File: src/rtl/serial_subtractor_if.sv
// Start/done handshake bundle for the bit-serial subtractor.
// The requester drives start and the operands; the subtractor answers
// with ready, the done pulse and the registered result fields.
interface serial_subtractor_if #(
  parameter int WIDTH = 8
);
  logic             start;
  logic [WIDTH-1:0] a;
  logic [WIDTH-1:0] b;
  logic             bin;
  logic             ready;
  logic             done;
  logic [WIDTH-1:0] diff;
  logic             bout;
  logic             ovf;

  modport master (
    output start, a, b, bin,
    input  ready, done, diff, bout, ovf
  );

  modport slave (
    input  start, a, b, bin,
    output ready, done, diff, bout, ovf
  );
endinterface

File: src/rtl/serial_subtractor.sv
// Bit-serial subtractor: diff = a - b - bin, one bit per clock, LSB first.
// A single full-subtractor cell works on the low bits of the operand shift
// registers while the borrow is carried between cycles in a flop. The result
// registers change only on the edge that finishes the MSB, so a finished
// result stays visible through IDLE and the whole of the next operation.
module serial_subtractor #(
  parameter int WIDTH = 8
) (
  input logic              clk,
  input logic              rst,
  serial_subtractor_if.slave bus
);

  localparam int CW = (WIDTH > 1) ? $clog2(WIDTH) : 1;

  localparam logic [1:0] IDLE  = 2'd0;
  localparam logic [1:0] SHIFT = 2'd1;
  localparam logic [1:0] DONE  = 2'd2;

  localparam logic [CW-1:0] LAST_BIT = CW'(WIDTH - 1);

  logic [1:0]       state_q, state_d;
  logic [WIDTH-1:0] a_sh_q, a_sh_d;
  logic [WIDTH-1:0] b_sh_q, b_sh_d;
  logic [WIDTH-1:0] diff_sh_q, diff_sh_d;
  logic             br_q, br_d;
  logic [CW-1:0]    cnt_q, cnt_d;
  logic [WIDTH-1:0] diff_q, diff_d;
  logic             bout_q, bout_d;
  logic             ovf_q, ovf_d;

  logic a_bit;
  logic b_bit;
  logic d_bit;
  logic br_next;

  // Full-subtractor cell on the current operand bits and the running borrow.
  always_comb begin
    a_bit   = a_sh_q[0];
    b_bit   = b_sh_q[0];
    d_bit   = a_bit ^ b_bit ^ br_q;
    br_next = (~a_bit & b_bit) | (~a_bit & br_q) | (b_bit & br_q);
  end

  // Sequencing: load on an accepted start, shift WIDTH bits, publish, then
  // spend one cycle in DONE so the done pulse is exactly one cycle wide.
  always_comb begin
    state_d   = state_q;
    a_sh_d    = a_sh_q;
    b_sh_d    = b_sh_q;
    diff_sh_d = diff_sh_q;
    br_d      = br_q;
    cnt_d     = cnt_q;
    diff_d    = diff_q;
    bout_d    = bout_q;
    ovf_d     = ovf_q;

    case (state_q)
      IDLE: begin
        if (bus.start) begin
          a_sh_d  = bus.a;
          b_sh_d  = bus.b;
          br_d    = bus.bin;
          cnt_d   = '0;
          state_d = SHIFT;
        end
      end

      SHIFT: begin
        a_sh_d    = a_sh_q >> 1;
        b_sh_d    = b_sh_q >> 1;
        diff_sh_d = {d_bit, {(WIDTH-1){1'b0}}} | (diff_sh_q >> 1);
        br_d      = br_next;
        cnt_d     = cnt_q + CW'(1);
        if (cnt_q == LAST_BIT) begin
          diff_d  = diff_sh_d;
          bout_d  = br_next;
          ovf_d   = br_q ^ br_next;
          cnt_d   = '0;
          state_d = DONE;
        end
      end

      DONE: begin
        state_d = IDLE;
      end

      default: begin
        state_d = IDLE;
      end
    endcase
  end

  // State and datapath registers; reset aborts any operation in flight.
  always_ff @(posedge clk) begin
    if (rst) begin
      state_q   <= IDLE;
      a_sh_q    <= '0;
      b_sh_q    <= '0;
      diff_sh_q <= '0;
      br_q      <= 1'b0;
      cnt_q     <= '0;
      diff_q    <= '0;
      bout_q    <= 1'b0;
      ovf_q     <= 1'b0;
    end else begin
      state_q   <= state_d;
      a_sh_q    <= a_sh_d;
      b_sh_q    <= b_sh_d;
      diff_sh_q <= diff_sh_d;
      br_q      <= br_d;
      cnt_q     <= cnt_d;
      diff_q    <= diff_d;
      bout_q    <= bout_d;
      ovf_q     <= ovf_d;
    end
  end

  assign bus.ready = (state_q == IDLE);
  assign bus.done  = (state_q == DONE);
  assign bus.diff  = diff_q;
  assign bus.bout  = bout_q;
  assign bus.ovf   = ovf_q;

endmodule

File: src/flat_wrapper.sv
// flat-port wrapper written by rule: the top's interface ports become plain ports
module serial_subtractor_flat 
#(
  parameter int WIDTH = 8
)
  (clk, rst, bus_start, bus_a, bus_b, bus_bin, bus_ready, bus_done, bus_diff, bus_bout, bus_ovf);
  serial_subtractor_if #(.WIDTH(WIDTH)) bus_i ();
  input logic clk;
  input logic rst;
  input wire logic [$bits(bus_i.start)-1:0] bus_start;
  input wire logic [$bits(bus_i.a)-1:0] bus_a;
  input wire logic [$bits(bus_i.b)-1:0] bus_b;
  input wire logic [$bits(bus_i.bin)-1:0] bus_bin;
  output wire logic [$bits(bus_i.ready)-1:0] bus_ready;
  output wire logic [$bits(bus_i.done)-1:0] bus_done;
  output wire logic [$bits(bus_i.diff)-1:0] bus_diff;
  output wire logic [$bits(bus_i.bout)-1:0] bus_bout;
  output wire logic [$bits(bus_i.ovf)-1:0] bus_ovf;
  assign bus_i.start = bus_start;
  assign bus_i.a = bus_a;
  assign bus_i.b = bus_b;
  assign bus_i.bin = bus_bin;
  assign bus_ready = bus_i.ready;
  assign bus_done = bus_i.done;
  assign bus_diff = bus_i.diff;
  assign bus_bout = bus_i.bout;
  assign bus_ovf = bus_i.ovf;
  serial_subtractor #(.WIDTH(WIDTH)) u_core (.clk(clk), .rst(rst), .bus(bus_i));
endmodule
File: config.mk
export PLATFORM = sky130hd
export DESIGN_NAME = serial_subtractor_flat
export DESIGN_NICKNAME = d
export VERILOG_FILES = /design/src/rtl/serial_subtractor_if.sv /design/src/rtl/serial_subtractor.sv /design/src/flat_wrapper.sv
export SDC_FILE = /design/constraint.sdc
export NUM_CORES = 1
export LEC_CHECK = 0
export ABC_AREA = 0
export CAP_MARGIN = 20
export CORE_MARGIN = 1.5
export CORE_UTILIZATION = 40
export DETAILED_ROUTE_END_ITERATION = 12
export GPL_ROUTABILITY_DRIVEN = 0
export GPL_TIMING_DRIVEN = 0
export PLACE_DENSITY = 0.67
export SETUP_SLACK_MARGIN = 0.4
export SYNTH_ARGS = -nofsm -noshare
export SYNTH_HDL_FRONTEND = slang
export SYNTH_SLANG_ARGS = --single-unit
export TNS_END_PERCENT = 50
File: constraint.sdc
create_clock -name clk -period 1.5 [get_ports clk]
set_clock_uncertainty 0.2 [all_clocks]
set_input_delay 0.375 -clock clk [delete_from_list [all_inputs] [get_ports clk]]
set_output_delay 0.375 -clock clk [all_outputs]
set_load 0.02 [all_outputs]
* After elaboration in Yosys (flattened, before gate mapping)
Index checks and enable logic that the tools add are counted.
** Cells by class
- Bitwise logic cells :: 10
- Equality and inequality tests :: 5
- Reduce and logical (&&, ||, !) cells :: 5
- $add $sub $neg :: 1
- Multiplexer cells :: 12
** Operators by type and width (number)
- one-hot mux 8 bit (2 select lines) :: 2
- two-way mux 8 bit :: 2
- bitwise OR 8 x 7 -> 8 bit :: 1
- two-way mux 3 bit :: 2
- one-hot mux 3 bit (2 select lines) :: 1
- AND reduction 2 bit :: 3
- two-way mux 2 bit :: 2
- one-hot mux 2 bit (2 select lines) :: 1
- adder 3 x 1 -> 3 bit, second input constant :: 1
- bitwise AND 1 bit :: 3
- equality test 3 bit, second input constant :: 1
- XOR 1 bit :: 3
- equality test 2 x 1 -> 1 bit, second input constant :: 1
- equality test 2 bit, second input constant :: 1
- zero test 2 bit :: 1
- inequality test 2 x 1 -> 1 bit, second input constant :: 1
- inequality test 2 bit, second input constant :: 1
- bitwise OR 1 bit :: 2
- one-hot mux 1 bit (2 select lines) :: 1
- nonzero test 2 bit :: 1
- two-way mux 1 bit :: 1
- inverter 1 bit :: 1
** Word-level totals
- Register bits after elaboration :: 40
- Output and inout port bits :: 12
- Word-level logic and storage cells :: 42
- Input port bits :: 20

* Longest topological paths before layout
- Depth after elaboration :: 5
- Gate-level depth with buffers :: 6
- Depth with buffers taken out :: 5

* Worst setup path before layout
OpenSTA, ideal clock, no wires.
- Kind :: register -> register
- From :: register u_core.cnt_q[0]
- To :: register u_core.diff_q[7] (netlist: u_core.bus.diff[7])
- Data required time :: 1.214 ns
- Library setup time :: 0.086 ns
- Arrival :: 1.227 ns
- Stages on the path, launching flop included :: 6
- Setup slack :: -0.012 ns
- Cell sequence :: dfxtp_1 ha_1 ha_1 and3b_1 buf_2 a211oi_1
** Between the ends
- Longest elaborated chain between the ends :: 2
** Ends and longest elaborated chain
- start, declared :: RTL line serial_subtractor.sv:27 : logic [CW-1:0] cnt_q, cnt_d;
- start signal, assigned :: RTL line serial_subtractor.sv:112 : cnt_q <= cnt_d;
- equality test 3 bit :: RTL line serial_subtractor.sv:75 : if (cnt_q == LAST_BIT) begin
- AND reduction 2 bit (no source line)
- end signal, assigned :: RTL line serial_subtractor.sv:113 : diff_q <= diff_d;
- end, declared :: RTL line serial_subtractor.sv:28 : logic [WIDTH-1:0] diff_q, diff_d;
Every way passes these cells.
A chain may end at the register's enable or synchronous reset.

* Final worst setup path
- From :: register u_core.state_q[1]
- To :: output port bus_done
** Between the ends
- Longest elaborated chain between the ends :: 1
** Ends and longest elaborated chain
- start, declared :: RTL line serial_subtractor.sv:22 : logic [1:0] state_q, state_d;
- start signal, assigned :: RTL line serial_subtractor.sv:107 : state_q <= state_d;
- equality test 2 bit :: RTL line serial_subtractor.sv:120 : assign bus.done = (state_q == DONE);
- end, declared :: RTL line flat_wrapper.sv:15 : output wire logic [$bits(bus_i.done)-1:0] bus_done;
Every way passes these cells.

==> results.toml <==
[run_status]
status = "finished, violations left"
violations = "negative setup slack"

[setup_path]
reg2reg_to = "u_core.b_sh_q[6]"
critPathLaunchType = "flop"
r2r_start = "u_core.state_q[0]"
critical_path_required_ns = 0.92
reg2reg_slack_ns = -0.07
path_class = "flop to output port"
cp.arrival_ns = 1.01
cp_max_fo = 4
endpoint_kind = "output port"
reg2reg_depth = 5

[logic_synthesis]
synth_compound_area_frac = 0.217
ys.warnings.count = 0
synth.distinct_cells = 29
yosysSeqAreaShare = 0.484
synthArstFlopShare = 0
synthFlopType = "dfxtp_1"
yosysTopAreaCellShare = 0.484
synth_nets = 201
yosys.area_share.simple = 0.196
synth_top_family_by_area = "compound AO/OA/AOI/OAI gates"
netlist_instances = 178
yosys.area.top_type = "dfxtp_1"
synth-seq-cells = 39
synth_fa_ha_area_frac = 0.0280
ys_top_cells_by_area = "dfxtp_1 48%, o221ai_2 9.3%, nor2_1 8.2%"
syn_avg_cell_area_um2 = 9.05
synth-xor-area-share = 0.00543
synthesis.area_um2 = 1610
muxShareOfSynthArea = 0.0124
synth-edff-count = 0

[worst_hold_path]
hold_path.class = "flop to flop"
min_to = "u_core.bus.diff[5]"
hold_path_startpoint = "u_core.bus.diff[5]"
whs_path_depth = 2

[clock_tree]
cts_max_level = 2
cts_num_sinks = 39
cts_buffers = 5
cts_buffer_depth = 2
path_clk_slew_ns = 0.07
cts-root-buf = "clkbuf_8"
clk_latency_ns = 0.28
cts_tree = "done"

[sta]
finalSetupViolations = 22
min_period_ns = 1.59
worstMarginPinSlew_ns = 0.400
fin_ws_ns = -0.0896
slew_headroom = 0.733
rsz0062_at_grt = "yes"
tns_ns = -0.868
hold_viol_final = 0
fmax_mhz = 629
final_max_slew_viol_count = 0
final.period_utilization = 1.06

[global_routing]
grt_pass1_vias = 1357
grt_start_max_net_pins = 12
grt_use_total = 0.181
antenna_found_initial = 0
grt_first_pass_wirelength_mm = 6.03
gr-total-overflow = 0

[placed_design]
portBuffers = 30
detailed_place.area_um2 = 2020
place_ws_ns = -0.609
hpwl_mm = 2.58

[cells_and_area]
n_antenna_cell = 0
design_area_um2 = 2450
fin_util = 0.651
fillers = 296
drive_gt1_frac = 0.417
fin_nets = 252
area_delta_synth_final_pct = 52.3

[pwr]
pwr-share-comb = 0.165
clkPwrFrac = 0.313
swShare = 0.258
p_seq_frac = 0.523
powerDensity_nw_per_um2 = 878
p_switching_mw = 0.557
power.leakage_nw = 0.914
peakVddDrop_mv = 0.526
internal-power_mw = 1.60

[detailed_routing]
vias_per_cell = 5.01
drc = 0
wl_per_cell_um = 13.8
totalWireLength_mm = 3.85
first_pass_iters = 4
drtIter0Drc = 60
drtAntennaViolNets = 0
vias = 1394

[flow_run]
maxCapViolCount = 0

[die]
io-pin-count = 32
start_util = 0.427
core_area_um2 = 3770
die_area_um2 = 4420
die_x_um = 66.5
rows = 22
die_height_um = 66.5
[how the worst max path moves through the flow]
stage	from	end
floorplan	bus_start	u_core.a_sh_q[4]
detailed placement	bus_start	u_core.b_sh_q[3]
global placement	bus_start	u_core.b_sh_q[0]
global route	u_core.state_q[1]	bus_done
finish	u_core.state_q[1]	bus_done
CTS	u_core.state_q[1]	bus_done
[cell usage in the layout, fill, tap and decap left out, types with 4 or more instances in the layout]
cell type / netlist / routed
clkdlybuf4s50_1: 0 / 17
nand2_1: 29 / 26
a21oi_1: 18 / 15
dfxtp_1: 39 / 24
buf_6: 1 / 18
dfxtp_2: 0 / 13
clkbuf_8: 0 / 6
o221ai_2: 10 / 11
buf_4: 0 / 9
nor2_1: 35 / 30
nor2_2: 0 / 4
[repair_timing]
action	in CTS	in global routing
pin swaps	15	12
endpoints found under the setup margin	51	51
cloned	0	2
hold buffers	0	0
gates resized for setup	105	35
setup buffers	4	8
[synth_stat cells, types with 2 or more instances]
cell type,instances
a211oi_1,4
a21oi_1,18
buf_2,5
clkbuf_1,5
dfxtp_1,39
ha_1,2
inv_1,3
mux2i_1,2
nand2_1,29
nand3b_1,3
nor2_1,35
nor2b_1,3
o21ai_0,2
o221ai_1,4
o221ai_2,10
[metrics by stage]
| step | hold WS [ns] | power [mW] | cells |
|---|---|---|---|
| after detailed placement | 0.249 | 1.42 | 256 |
| after global routing | 0.275 | 2.26 | 278 |
| final | 0.263 | 2.15 | 278 |
| after CTS | 0.264 | 2.09 | 268 |
| after floorplan | 0.236 | 1.31 | 178 |
| after global placement | 0.244 | 1.40 | 256 |
[flip-flops by register name, summed over array words and instances (netlist names)]
signal            cells
u_core.a_sh_q         8
u_core.b_sh_q         8
u_core.bus.diff       8
u_core.diff_sh_q      7
u_core.cnt_q          3
u_core.state_q        2
u_core.br_q           1
u_core.bus.bout       1
u_core.bus.ovf        1
[cell families after synthesis]
family                   after synthesis
AO/OA/AOI/OAI                         42
XOR/XNOR                               1
adder cells (fa/ha/maj)                3
buffers and inverters                 16
flip-flops                            39
multiplexers                           2
AND/OR/NAND/NOR                       75
[layer usage]
layer,up-vias,share of wire,routed length [um],global-route usage
met2,37,0.50,1920,0.314
met5,-,0,0,0
li1,716,-,-,-
met3,2,0.044,170,0.0439
met1,639,0.45,1740,0.218
met4,0,0.0042,16,0.0587
[layout make-up]
cell class | count | area (um^2) | share of cell area
Buffer | 13 | 135 | 0.0550
Clock inverter | 1 | 5.00 | 0.00204
Multi-Input combinational cell | 123 | 908 | 0.370
Tap cell | 48 | 60.1 | 0.0245
Timing Repair Buffer | 44 | 454 | 0.185
Clock buffer | 7 | 76.3 | 0.0311
Sequential cell | 39 | 805 | 0.328
Inverter | 3 | 11.3 | 0.00459
[critical path, stage by stage (launching register included)]
cell and delay (ns):
dfxtp_4 0.38, buf_8 0.11, nor2b_4 0.13, buf_6 0.11
[power by group through the flow]
| stage | sequential [mW] | combinational, mW | clock (mW) |
|---|---|---|---|
| final | 1.13 | 0.355 | 0.674 |
| after global routing | 1.13 | 0.385 | 0.745 |
| after CTS | 1.12 | 0.289 | 0.678 |
| after detailed placement | 1.14 | 0.272 | 0 |
| after global placement | 1.14 | 0.261 | 0 |
| after floorplan | 1.14 | 0.175 | 0 |
(Power assumes the default switching activity.)
